### src/rtl/flex_pkg.sv
// flex_pkg: shared state and mode encodings for the nested flex counter
package flex_pkg;
    typedef enum logic [1:0] {IDLE, RUN, DONE} state_e;
    typedef enum logic {WRAP, ONESHOT} mode_e;
endpackage

### src/rtl/flex_counter_stage.sv
// flex_counter_stage: one level of the nest; wraps 0..limit on carry_in
module flex_counter_stage #(
    parameter int SIZE = 4
) (
    input  logic [SIZE-1:0] count,
    input  logic [SIZE-1:0] limit,
    input  logic            carry_in,
    input  logic            load_zero,
    output logic [SIZE-1:0] next_count,
    output logic            at_limit,
    output logic            carry_out
);
    // A level at its limit passes the carry outward and returns to zero
    always_comb begin
        at_limit   = count == limit;
        carry_out  = carry_in && at_limit;
        next_count = load_zero ? '0 : !carry_in ? count : at_limit ? '0 : count + SIZE'(1);
    end
endmodule

### src/rtl/nested_flex_counter.sv
// nested_flex_counter: LEVELS cascaded counters forming a nested loop index generator
module nested_flex_counter
    import flex_pkg::*;
#(
    parameter int SIZE   = 4,
    parameter int LEVELS = 3
) (
    input  logic                   clk,
    input  logic                   n_rst,
    input  logic                   clear,
    input  logic                   start,
    input  logic                   count_enable,
    input  logic                   oneshot,
    input  logic [LEVELS*SIZE-1:0] rollover_vals,
    output logic [LEVELS*SIZE-1:0] count_out,
    output logic [LEVELS-1:0]      last,
    output logic                   busy,
    output logic                   done,
    output logic                   wrap_pulse
);
    state_e                   state_q, state_d;
    mode_e                    mode_q, mode_d;
    logic [LEVELS*SIZE-1:0]   counts_q, counts_d, limits_q, limits_d, next_counts;
    logic [LEVELS:0]          carry;
    logic [LEVELS-1:0]        at_limit;
    logic                     wrap_q, wrap_d, load_zero, terminal, take_start;

    assign load_zero  = clear || start;
    assign take_start = start && !clear;
    assign carry[0]   = state_q == RUN && count_enable && !load_zero;
    assign terminal   = carry[LEVELS];
    assign count_out  = counts_q;
    assign wrap_pulse = wrap_q;

    for (genvar g = 0; g < LEVELS; g++) begin : g_stage
        flex_counter_stage #(.SIZE(SIZE)) u_stage (
            .count      (counts_q[g*SIZE +: SIZE]),
            .limit      (limits_q[g*SIZE +: SIZE]),
            .carry_in   (carry[g]),
            .load_zero  (load_zero),
            .next_count (next_counts[g*SIZE +: SIZE]),
            .at_limit   (at_limit[g]),
            .carry_out  (carry[g+1])
        );
    end

    // State register
    always_ff @(posedge clk or negedge n_rst) begin
        if (!n_rst) state_q <= IDLE;
        else        state_q <= state_d;
    end

    // Next state: clear beats start beats a terminal one-shot step
    always_comb begin
        state_d = clear ? IDLE : start ? RUN : (terminal && mode_q == ONESHOT) ? DONE : state_q;
    end

    // Next datapath values: a one-shot terminal step freezes counts at their limits
    always_comb begin
        limits_d = take_start ? rollover_vals : limits_q;
        mode_d   = take_start ? mode_e'(oneshot) : mode_q;
        counts_d = (terminal && mode_q == ONESHOT) ? counts_q : next_counts;
        wrap_d   = terminal;
    end

    // Counts, shadows and the wrap pulse register
    always_ff @(posedge clk or negedge n_rst) begin
        if (!n_rst) begin
            counts_q <= '0;
            limits_q <= '0;
            mode_q   <= WRAP;
            wrap_q   <= 1'b0;
        end else begin
            counts_q <= counts_d;
            limits_q <= limits_d;
            mode_q   <= mode_d;
            wrap_q   <= wrap_d;
        end
    end

    // Outputs decoded from registers; last is suppressed in IDLE so idle outputs read zero
    always_comb begin
        busy    = state_q == RUN;
        done    = state_q == DONE;
        last[0] = at_limit[0];
        for (int i = 1; i < LEVELS; i++) last[i] = last[i-1] && at_limit[i];
        if (state_q == IDLE) last = '0;
    end
endmodule

### config.mk
export PLATFORM = sky130hd
export DESIGN_NAME = nested_flex_counter
export DESIGN_NICKNAME = d
export VERILOG_FILES = /design/src/rtl/flex_pkg.sv /design/src/rtl/flex_counter_stage.sv /design/src/rtl/nested_flex_counter.sv
export SDC_FILE = /design/constraint.sdc
export NUM_CORES = 1
export LEC_CHECK = 0
export ABC_AREA = 1
export BUFFER_PORTS_ARGS = -buffer_cell sky130_fd_sc_hd__buf_2
export CAP_MARGIN = 20
export CORE_MARGIN = 1.5
export CORE_UTILIZATION = 51
export CTS_BUF_LIST = sky130_fd_sc_hd__clkbuf_8
export CTS_CLUSTER_SIZE = 24
export DETAILED_ROUTE_END_ITERATION = 10
export PLACE_DENSITY = 0.76
export SYNTH_ARGS = -nofsm -noshare
export SYNTH_HDL_FRONTEND = slang
export SYNTH_SLANG_ARGS = --single-unit
### constraint.sdc
create_clock -name clk -period 1.6 [get_ports clk]
set_input_delay 0.08 -clock clk [delete_from_list [all_inputs] [get_ports clk]]
set_output_delay 0.08 -clock clk [all_outputs]
set_load 0.02 [all_outputs]
==> flow_summary.ini <==
[run_status]
status = finished with violations
violations = setup timing

[sta]
rsz0062_at_grt = true
drv_slew = 0
setup_ws_ps = -137
setup_violations = 3
maxSlewHeadroom = 0.589
tightest_slew_ps = 616
finClkSkew_ps = 4.47
hold_violations = 0
max_freq_ghz = 0.576
period_minus_slack_ps = 1740
fin_crit_sh = 1.09

[drt]
vias = 1548
antenna_left = 0
detail_route.iter0.violations = 39
routed_wl_um = 3940
route.detailed.drc = 0
drt-vias-per-instance = 4.91
wl_per_cell_um = 12.5
first_pass_iters = 4

[floorplan]
io_pins = 36
die_h_um = 58.8
dieArea_mm2 = 0.00346
die_w_um = 58.8
rows = 20
initial_core_util = 0.530
fp.coreArea_mm2 = 0.00300

[cts]
cts_tree = done
clk_pin_slew_ps = 90
clock_path_buffers = 2
cts.sink_count = 28
worst_skew_pair.late_latency_ps = 280
root_buffer = clkbuf_8
cts_buffers = 3
htreeDepth = 1

[hold_path]
hold_class = primary input to register
whs_endpoint = mode_q$_DFFE_PN0P_
min_from = oneshot
holdPathStages = 2

[power]
p_comb_frac = 0.222
leakage_nw = 1.17
p_sw_uw = 455
vdd_ir_drop_max_uv = 541
power.share.sequential = 0.527
powerDensity_mw_per_mm2 = 688
clockPowerShare = 0.251
internal_power_mw = 1.07
switching_share = 0.299

[cells_and_area]
diodes = 0
multi_input_area_um2 = 892
fillers = 208
nets = 305
stdcell_area_mm2 = 0.00221
ff_latch_area_um2 = 704
fin_cells = 315
area_growth_pct = 39.2
drive_gt1_frac = 0.411

[global_route]
overflow = 0
grt_util_met1 = 0.293
grt_use_met3 = 0.0220
met2_usage = 0.341
grt-busiest-layer = met2
antenna_found_initial = 0
grt_start_max_net_pins = 29
grt_pass1_vias = 1335
grt_first_pass_wirelength_um = 5610
grt_usage = 0.212

[placed_design]
port_buffers = 35
dp_cells = 295
placed_area_mm2 = 0.00187
gp_congestion = 0.763
dpl.hpwl_um = 2420

[synthesis]
ys_ff_latch = 28
synth_cell_types = 21
synth_compound_area_frac = 0.0598
synthMuxAreaShare = 0.00708
avgSynthCellArea_um2 = 7.23
synth_top_family_by_area = simple AND/OR/NAND/NOR gates
netlist_area_mm2 = 0.00159
ys_warn_count = 0
synth_xor_area_frac = 0.0275
synthAdderAreaFrac = 0.0236
seq_area_frac_synth = 0.441
synthCells = 220
synth_nets = 241
synthSimpleGateAreaFrac = 0.349

[setup_path]
rr_worst_depth = 12
arrival_ps = 1660
critPathMaxFanout = 3
reg2reg_from = count_out[2]$_DFFE_PN0P_
critPathKind = register to output pin
cp-start-kind = register
end_kind = output pin
required_ps = 1520
reg2reg_to = count_out[8]$_DFFE_PN0P_
r2r_setup_slack_ps = 0

[run]
cap_viol_max_count = 0
critical path: stages (launching register included):
cell and delay (ps):
dfrtp_1 410, inv_2 50, nand2_1 80, nand2_2 70
nor2_4 100, nand2_2 80, buf_6 130, a21oi_4 130
inv_2 90, nor2_4 110, buf_6 130
metrics by stage:
step / hold slack, ps / setup TNS [ps] / setup WS (ps) / util / power [mW]
2_1_floorplan: -216 / -2.43 / -1.22 / - / 0.980
5_1_grt: 39.3 / -1730 / -226 / 0.737 / 1.60
4_1_cts: 31.8 / -935 / -112 / 0.670 / 1.48
3_5_place_dp: 131 / 0 / 60.3 / 0.622 / 1.08
3_3_place_gp: 128 / 0 / 103 / 0.622 / 1.07
6_report: 34.3 / -310 / -137 / 0.737 / 1.52
synth_stat cells:
master | count | share of area
nor3_1 | 2 | 0.0063
nand2_1 | 70 | 0.17
nor2_2 | 2 | 0.0079
nand3_1 | 18 | 0.057
inv_1 | 25 | 0.059
nor2_1 | 31 | 0.073
o21bai_2 | 1 | 0.0071
a21oi_2 | 1 | 0.0055
buf_6 | 1 | 0.0071
nor2_4 | 3 | 0.021
inv_2 | 9 | 0.021
clkbuf_1 | 2 | 0.0047
a21oi_1 | 14 | 0.044
ha_1 | 3 | 0.024
xor2_1 | 2 | 0.011
dfrtp_1 | 28 | 0.44
xnor2_1 | 3 | 0.017
nand2_2 | 2 | 0.0079
o21ai_0 | 1 | 0.0031
mux2_2 | 1 | 0.0071
nand3_4 | 1 | 0.011
worst max-delay path by stage:
stage,end,cells past startpoint,from,slack (ps)
2_1_floorplan,last[1],8,count_out[1]$_DFFE_PN0P_,-1
3_3_place_gp,count_out[9]$_DFFE_PN0P_,10,count_out[7]$_DFFE_PN0P_,100
3_5_place_dp,count_out[4]$_DFFE_PN0P_,9,state_q[1]$_DFFE_PN0P_,60
4_1_cts,last[1],10,count_out[3]$_DFFE_PN0P_,-110
5_1_grt,last[1],10,count_out[1]$_DFFE_PN0P_,-230
6_report,last[1],10,count_out[1]$_DFFE_PN0P_,-140
logic make-up (layout without fill, tap and decap cells):
group,after synthesis,count (layout)
mux,1,1
buf+inv,37,98
fa+ha+maj,3,3
compound gates,17,17
flops,28,28
simple gates,129,130
xor+xnor,5,5
registers in the layout, indices dropped and copies added (netlist names):
| name | flops |
|---|---|
| wrap_pulse | 1 |
| mode_q | 1 |
| limits_q | 12 |
| count_out | 12 |
| state_q | 2 |
repair_timing:
| item | in CTS | in global routing |
|---|---|---|
| pin swaps | 5 | 19 |
| setup endpoints to repair | 3 | 17 |
| setup buffers | 9 | 8 |
| cloned | 0 | 1 |
| resized for setup | 10 | 43 |
| hold endpoints to repair | 28 | 0 |
| hold buffers | 1 | 0 |
layout by cell type, fill, tap and decap left out:
master,netlist,routed
buf_6,1,7
dfrtp_2,0,3
nor2_2,2,1
o21ai_0,1,1
inv_1,25,20
nand3_1,18,15
nand2_4,0,3
a21oi_2,1,1
nand3_4,1,3
xnor2_1,3,3
dlygate4sd3_1,0,1
xor2_1,2,2
nor3_1,2,2
buf_2,0,32
clkbuf_8,0,3
nor2_1,31,27
inv_2,9,14
nand3_2,0,2
nor2_4,3,8
buf_4,0,21
o21bai_4,0,1
nand2_1,70,54
a21oi_1,14,13
dfrtp_1,28,25
ha_1,3,3
a21oi_4,0,1
nand2_2,2,15
mux2_2,1,1
metal layers:
layer,up-vias,wire (µm),part of all wire
met1,696,1790,0.45
li1,798,-,-
met3,9,138,0.035
met4,0,78,0.020
met2,45,1930,0.49
met5,-,0,0
final cells by class:
type                            instances  share of cell area
Clock buffer                            3              0.0187
Inverter                               34              0.0577
Multi-Input combinational cell        156               0.403
Sequential cell                        28               0.318
Tap cell                               33              0.0187
Timing Repair Buffer                   61               0.184
power groups by stage:
stage / clock [mW] / sequential [mW] / combinational [mW]
after floorplan: 0 / 0.821 / 0.159
after global placement: 0 / 0.808 / 0.267
after detailed placement: 0 / 0.810 / 0.274
after CTS: 0.391 / 0.796 / 0.293
after global routing: 0.415 / 0.810 / 0.378
final: 0.382 / 0.802 / 0.338
(Power assumes the default switching activity.)
